### src/rtl/rv32v_vmem_sequencer.sv
// Vector memory micro-op sequencer: walks up to NUM_LANES elements through the scalar LSC port.
// Build option RV32V_STRIDED_EN: element stride comes from the stride port; otherwise unit-stride.
module rv32v_vmem_sequencer #(
    parameter int NUM_LANES = 4
) (
    input  logic                        CLK,
    input  logic                        RST,
    input  logic                        start,
    input  logic                        is_store,
    input  logic [31:0]                 base_addr,
    input  logic [31:0]                 stride,
    input  logic [1:0]                  eew,
    input  logic [$clog2(NUM_LANES):0]  vcount,
    input  logic [NUM_LANES-1:0]        lane_mask,
    input  logic [NUM_LANES*32-1:0]     store_data,
    input  logic                        flush,
    input  logic                        mem_busy,
    input  logic                        mem_error,
    input  logic [31:0]                 mem_rdata,
    output logic                        mem_ren,
    output logic                        mem_wen,
    output logic [31:0]                 mem_addr,
    output logic [31:0]                 mem_wdata,
    output logic [1:0]                  mem_eew,
    output logic [NUM_LANES-1:0]        lane_wen,
    output logic [31:0]                 lane_wdata,
    output logic                        stall,
    output logic                        done,
    output logic                        fault,
    output logic [31:0]                 fault_addr
);

    localparam int IW = $clog2(NUM_LANES);
    localparam int CW = IW + 1;

    typedef enum logic [1:0] {IDLE, ISSUE, DONE} state_t;

    state_t                 state, state_nx;
    logic [IW-1:0]          idx, idx_nx;
    logic [31:0]            addr_q, addr_nx;
    logic [31:0]            stride_q, stride_nx;
    logic [31:0]            fault_addr_q, fault_addr_nx;
    logic [1:0]             eew_q, eew_nx;
    logic [CW-1:0]          vcount_q, vcount_nx;
    logic [NUM_LANES-1:0]   mask_q, mask_nx;
    logic                   is_store_q, is_store_nx;
    logic                   fault_q, fault_nx;

    logic [31:0] stride_sel;
`ifdef RV32V_STRIDED_EN
    assign stride_sel = stride;
`else
    assign stride_sel = 32'(1) << eew;
    logic unused_stride;
    assign unused_stride = ^stride;
`endif

    logic lane_active, misaligned, req, complete, last, advance;

    assign lane_active = mask_q[idx];
    assign misaligned  = (eew_q == 2'd3)
                       | ((eew_q == 2'd1) & addr_q[0])
                       | ((eew_q == 2'd2) & (|addr_q[1:0]));
    assign req         = (state == ISSUE) & lane_active & ~misaligned & ~flush;
    assign complete    = req & ~mem_busy;
    assign last        = ({1'b0, idx} == (vcount_q - CW'(1)));

    assign mem_ren    = req & ~is_store_q;
    assign mem_wen    = req & is_store_q;
    assign mem_addr   = addr_q;
    assign mem_wdata  = mem_wen ? store_data[32*idx +: 32] : 32'd0;
    assign mem_eew    = eew_q;
    // Load data steers straight to the lane in its completion cycle; flush already cleared req.
    assign lane_wen   = (complete & ~is_store_q & ~mem_error) ? (NUM_LANES'(1) << idx) : '0;
    assign lane_wdata = mem_rdata;
    assign stall      = ((state == IDLE) & start) | (state == ISSUE);
    assign done       = (state == DONE) & ~flush;
    assign fault      = done & fault_q;
    assign fault_addr = fault_addr_q;

    always_comb begin
        // NOTE: every variable written here gets a default first, so no path can infer a latch.
        state_nx      = state;
        idx_nx        = idx;
        addr_nx       = addr_q;
        stride_nx     = stride_q;
        fault_addr_nx = fault_addr_q;
        eew_nx        = eew_q;
        vcount_nx     = vcount_q;
        mask_nx       = mask_q;
        is_store_nx   = is_store_q;
        fault_nx      = fault_q;
        advance       = 1'b0;

        case (state)
            IDLE: begin
                if (start && !flush) begin
                    is_store_nx = is_store;
                    eew_nx      = eew;
                    vcount_nx   = vcount;
                    mask_nx     = lane_mask;
                    stride_nx   = stride_sel;
                    addr_nx     = base_addr;
                    idx_nx      = '0;
                    fault_nx    = 1'b0;
                    state_nx    = (vcount == '0) ? DONE : ISSUE;
                end
            end
            ISSUE: begin
                if (flush) begin
                    state_nx = IDLE;
                end else if (!lane_active) begin
                    advance = 1'b1;
                end else if (misaligned) begin
                    fault_nx      = 1'b1;
                    fault_addr_nx = addr_q;
                    state_nx      = DONE;
                end else if (complete) begin
                    if (mem_error) begin
                        fault_nx      = 1'b1;
                        fault_addr_nx = addr_q;
                        state_nx      = DONE;
                    end else begin
                        advance = 1'b1;
                    end
                end
            end
            DONE:    state_nx = IDLE;
            default: state_nx = IDLE;
        endcase

        if (advance) begin
            idx_nx   = idx + IW'(1);
            addr_nx  = addr_q + stride_q;
            state_nx = last ? DONE : ISSUE;
        end
    end

    always_ff @(posedge CLK or posedge RST) begin
        if (RST) begin
            state        <= IDLE;
            idx          <= '0;
            addr_q       <= '0;
            stride_q     <= '0;
            fault_addr_q <= '0;
            eew_q        <= '0;
            vcount_q     <= '0;
            mask_q       <= '0;
            is_store_q   <= 1'b0;
            fault_q      <= 1'b0;
        end else begin
            // NOTE: non-blocking assignments so every register samples pre-edge values.
            state        <= state_nx;
            idx          <= idx_nx;
            addr_q       <= addr_nx;
            stride_q     <= stride_nx;
            fault_addr_q <= fault_addr_nx;
            eew_q        <= eew_nx;
            vcount_q     <= vcount_nx;
            mask_q       <= mask_nx;
            is_store_q   <= is_store_nx;
            fault_q      <= fault_nx;
        end
    end

endmodule

### config.mk
export PLATFORM = sky130hd
export DESIGN_NAME = rv32v_vmem_sequencer
export DESIGN_NICKNAME = d
export VERILOG_FILES = /design/src/rtl/rv32v_vmem_sequencer.sv
export SDC_FILE = /design/constraint.sdc
export NUM_CORES = 1
export LEC_CHECK = 0
export CORE_AREA = 3 3 147 149
export DETAILED_ROUTE_END_ITERATION = 10
export DIE_AREA = 0 0 150 152
export PLACE_DENSITY = 0.73
export SLEW_MARGIN = 40
export SYNTH_ARGS = -nofsm -noshare
export SYNTH_HDL_FRONTEND = slang
export SYNTH_SLANG_ARGS = --single-unit
### constraint.sdc
create_clock -name CLK -period 2.68 [get_ports CLK]
set_input_delay 0.402 -clock CLK [delete_from_list [all_inputs] [get_ports CLK]]
set_output_delay 0.402 -clock CLK [all_outputs]
set_load 0.02 [all_outputs]
# Word-level counts from Yosys, hierarchy flattened
# Cells that the tools add are included.
dict set report word_totals {
  output_inout_bits 139
  in_bits 240
  ff_bits 111
}
dict set report classes {
  addsub 3
  magnitude_cmp 1
  n_eq_ne 15
  muxes 36
  bitwise_logic 21
  shift 3
  n_reduce_logical 15
}
# cell count
set ops {}
lappend ops {{32-bit 2-to-1 mux} 7}
lappend ops {{128-bit by 8-bit indexed part select with 32-bit output} 1}
lappend ops {{32-bit adder} 1}
lappend ops {{1-bit by 2-bit << shifter with 32-bit output (first input constant)} 1}
lappend ops {{2-bit 2-to-1 mux} 12}
lappend ops {{1-bit bitwise AND} 13}
lappend ops {{1-bit 2-to-1 mux} 13}
lappend ops {{5-bit inequality test (second input constant)} 2}
lappend ops {{2-bit nonzero test} 5}
lappend ops {{2-bit == test (second input constant)} 3}
lappend ops {{3-bit inequality test (second input constant)} 2}
lappend ops {{6-bit AND reduction} 1}
lappend ops {{1-bit NOT} 5}
lappend ops {{5-bit AND reduction} 1}
lappend ops {{2-bit by 1-bit == test with 1-bit output (second input constant)} 2}
lappend ops {{4-bit 2-to-1 mux} 1}
lappend ops {{2-bit inequality test (second input constant)} 2}
lappend ops {{4-bit inequality test (second input constant)} 1}
lappend ops {{2-bit one-hot mux with 2 select lines} 1}
lappend ops {{2-bit AND reduction} 2}
lappend ops {{4-bit AND reduction} 1}
lappend ops {{1-bit by 2-bit << shifter with 4-bit output (first input constant)} 1}
lappend ops {{2-bit by 3-bit == test with 1-bit output} 1}
lappend ops {{3-bit logical NOT} 1}
lappend ops {{other kinds (12)} 14}

# Logic depth before layout (Yosys ltp)
dict set report logic_depth {
  ltp_word 15
  depth_mapped 9
  ltp_nobuf 8
}

# Least setup slack after synthesis
# OpenSTA, ideal clock, no wires.
dict set report synth_path {
  kind {reg-to-reg}
  startpoint {register addr_q[0] (netlist: mem_addr[0])}
  endpoint {register addr_q[18] (netlist: mem_addr[18])}
  t_arrival_ps 2194
  stages_incl_launch_ff 10
  path_slack_ps 334
  required_time_ps 2528
  synth_period_minus_slack_ps 2346
  setup_ps 152
  path_cell_list {dfrtp_1 ha_1 inv_1 fa_1 nand2b_1 a211oi_1 o21ai_0 clkbuf_1 o211ai_1 o311ai_0}
}
dict set report synth_between {
  elab_chain_len 14
}
# element line
set synth_lines {}
lappend synth_lines {{start: declaration} 40} ;# logic [31:0] addr_q, addr_nx;
lappend synth_lines {{start signal: assignment} 155} ;# addr_q <= addr_nx;
lappend synth_lines {{1-bit bitwise AND or 2-bit OR reduction (tied branches)} {62, 63}}
lappend synth_lines {{1-bit bitwise OR or 1-bit bitwise AND (tied branches)} {62, 63}}
lappend synth_lines {{1-bit bitwise OR} 63} ;# | ((eew_q == 2'd2) & (|addr_q[1:0]));
lappend synth_lines {{1-bit NOT} 64} ;# assign req = (state == ISSUE) & lane_active & ~misaligned & ~flush;
lappend synth_lines {{1-bit bitwise AND (2 in a row)} 64}
lappend synth_lines {{1-bit bitwise AND} 65} ;# assign complete = req & ~mem_busy;
lappend synth_lines {{1-bit 2-to-1 mux} 118} ;# end else if (complete) begin
lappend synth_lines {{1-bit 2-to-1 mux} 114} ;# end else if (misaligned) begin
lappend synth_lines {{1-bit 2-to-1 mux} 112} ;# end else if (!lane_active) begin
lappend synth_lines {{1-bit 2-to-1 mux} 110} ;# if (flush) begin
lappend synth_lines {{1-bit 2-to-1 mux} 95} ;# case (state)
lappend synth_lines {{2-bit nonzero test (no line)} --}
lappend synth_lines {{2-bit AND reduction (no line)} --}
# Several ways; a longest one is shown, not always the timed one.
# A chain may end at the register's enable or synchronous reset.

# Worst setup path in the final report
dict set report layout_path {
  startpoint {input flush}
  endpoint {output fault}
}
dict set report layout_between {
  elab_chain_len 3
}
# element line
set layout_lines {}
lappend layout_lines {{start: declaration} 16} ;# input logic flush,
lappend layout_lines {{1-bit NOT (no line)} --}
lappend layout_lines {{1-bit bitwise AND} 77} ;# assign done = (state == DONE) & ~flush;
lappend layout_lines {{1-bit bitwise AND} 78} ;# assign fault = done & fault_q;
lappend layout_lines {{end: declaration} 29} ;# output logic fault,
# Every way passes these cells.

==> results.cfg <==
[synthesis]
synth-simple-area-share = 0.199
synth_compound_area_frac = 0.125
synth-edff-count = 0
async_flop_share = 1.00
ys_ff_latch = 83
synth_top_area_cell = dfrtp_1
synth_top_area_frac = 0.372
yosysMostFrequentCell = dfrtp_1
synth_xor_area_frac = 0.00784
synthMuxAreaShare = 0.187
synthAdderAreaFrac = 0.0237
yosys_warnings = 0
synth_cells = 562
synthesis.area_um2 = 5590
syn-num-nets = 812
avgSynthCellArea_um2 = 9.94
yosysSeqAreaShare = 0.372
yosys-top-cells-count = dfrtp_1 (83), nand2_1 (77), and3_1 (39)
yosys.cell_types.count = 64
synth_area_leaders = dfrtp_1 (37%), mux4_2 (13%), nand2_1 (5.2%), mux2_2 (5.0%), buf_4 (4.4%)
synth_top_family_by_area = simple AND/OR/NAND/NOR gates
synthFlopType = dfrtp_1

[place]
place_hpwl_um = 17500
gp_congestion = 0.852
dp.cells = 1082
dp_slack_ns = -0.266
port_buffers = 282
place_area_um2 = 8720

[critical_path]
crit_slowest_cell = clkdlybuf4s50_1
cp_max_fo = 4
path_delay_family = buffers and inverters
path_cells = clkdlybuf4s50_1 > buf_4 > nor3b_1 > and2_1 > clkdlybuf4s50_1
criticalPathCategory = input pin to output port
critPathMaxStageDelay_ns = 0.66
ff2ff_setup_slack_ns = 0.23
reg2reg_depth = 8
cp.arrival_ns = 2.20
r2r_end = mem_addr[30]
critPathMostFrequentCell = clkdlybuf4s50_1
cp-end-kind = output port
timing.rr.start = mem_addr[0]
crit_required_ns = 2.28
cp-start-kind = input pin
critPathBufInv = 3

[detailed_routing]
num_vias = 5566
drc_errors = 0
ant_nets = 0
drt-total-wl_um = 22500
avgRoutedWirePerCell_um = 20.5
via_per_inst = 5.06
firstDrtPassIters = 4
drt_iter0_drc = 336

[floorplanning]
die_y_um = 152
chipWidth_um = 150
core_um2 = 20300
dieArea_um2 = 22800
std_cell_rows = 52
start_util = 0.275
io_pins = 379

[clocking]
cts_buffer_depth = 2
cts_tree = yes
cts_num_sinks = 83
clk_pin_slew_ns = 0.07
root_buffer = clkbuf_16
clk_latency_ns = 0.35
cts_inserted_buffers = 9
htree_levels = 3

[layout]
fin_cells = 1100
fin_nets = 1074
area_growth_pct = 60.9
drive_gt1_frac = 0.169
fin_area_um2 = 8990
post-route-util = 0.443

[sta]
whs_ns = 0.344
tightest_slew_ns = 0.799
fin_tns_setup_ns = 0
slew_headroom = 0.465
setup_violations = 0
fin_crit_sh = 0.971
fmax_mhz = 384
min_period_ns = 2.60
rsz0062_at_grt = no
slew_viol_final = 0
setup_slack_ns = 0.0782
finalHoldViolCount = 0
fin_worst_skew_ns = 0.00999

[pwr]
ir_drop_mv = 0.526
p_total_mw = 7.94
p_per_area_nw_per_um2 = 884
leakage_nw = 3.87

[job]
cap_violations = 0

[global_route]
grtUsageTotal = 0.193
grt_max_degree = 66
grt_pass1_vias = 5736
globalRoute.totalOverflow = 0
grt_pass1_wl_um = 34400
antenna_found_initial = 1

[min_path]
hold_path_class = input pin to async pin

[status]
status = completed
## kinds of logic after synthesis
logic type,Yosys count
AO/OA/AOI/OAI,101
XOR/XNOR,5
adder cells (fa/ha/maj),10
buffers and inverters,88
flip-flops,83
multiplexers,60
AND/OR/NAND/NOR,215
## timing repair
item                                    CTS  global route
endpoints found under the setup margin   37            43
buffers inserted                          1             0
hold buffers                              0             0
cloned                                    0             0
pin swaps                                 0             1
resized for setup                        39             8
## flip-flops by register name (all words and copies together) (netlist names)
| signal | cells |
|---|---|
| vcount_q | 3 |
| stride_q | 4 |
| idx | 2 |
| fault_addr | 32 |
| is_store_q | 1 |
| mem_eew | 2 |
| mask_q | 4 |
| fault_q | 1 |
| state | 2 |
| mem_addr | 32 |
## routing by layer
metal	GRT usage	vias up	part of all wire
li1	-	2582	-
met1	0.256	2727	0.42
met2	0.322	228	0.49
met3	0.0411	29	0.074
met4	0.0484	0	0.017
met5	0	-	0
## how the worst max path moves through the flow
stage / start / to / cells after the start
3_3_place_gp: flush / lane_wen[1] / 7
5_1_grt: mem_eew[0] / mem_wdata[29] / 6
3_5_place_dp: flush / lane_wen[1] / 7
6_report: flush / fault / 5
4_1_cts: mem_addr[0] / lane_wen[3] / 6
2_1_floorplan: RST / fault_addr[0] / 1
## cell usage in the layout (no fill, tap or decap), drive strengths merged, types with 9 or more instances in the layout
| master | n |
|---|---|
| inv | 17 |
| dfrtp | 83 |
| o21ai | 22 |
| ha | 9 |
| nor2 | 22 |
| and3 | 39 |
| mux4 | 33 |
| clkbuf | 15 |
| nand3 | 12 |
| o211ai | 9 |
| mux2 | 25 |
| nand2 | 77 |
| dlygate4sd2 | 33 |
| nand4 | 11 |
| nor4 | 9 |
| a21oi | 16 |
| nor3 | 17 |
| clkdlybuf4s50 | 244 |
| buf | 42 |
## area by class of cell
type | instances | area (um2)
diodes | 1 | 2.50
multi-input cells | 391 | 3080
fillers | 1937 | 11300
repair buffers | 322 | 3130
clock buffers | 12 | 246
flip-flops and latches | 83 | 2080
well taps | 270 | 338
clock inverters | 4 | 48.8
inverters | 17 | 65.1
## power by group
group	internal [mW]	total, mW	leakage, nW	switching (mW)
sequential	1.78	2.34	1.04	0.562
clock	0.749	1.28	0.147	0.536
combinational	2.15	4.32	2.69	2.17
No activity file was read; power rests on OpenSTA's default activity.
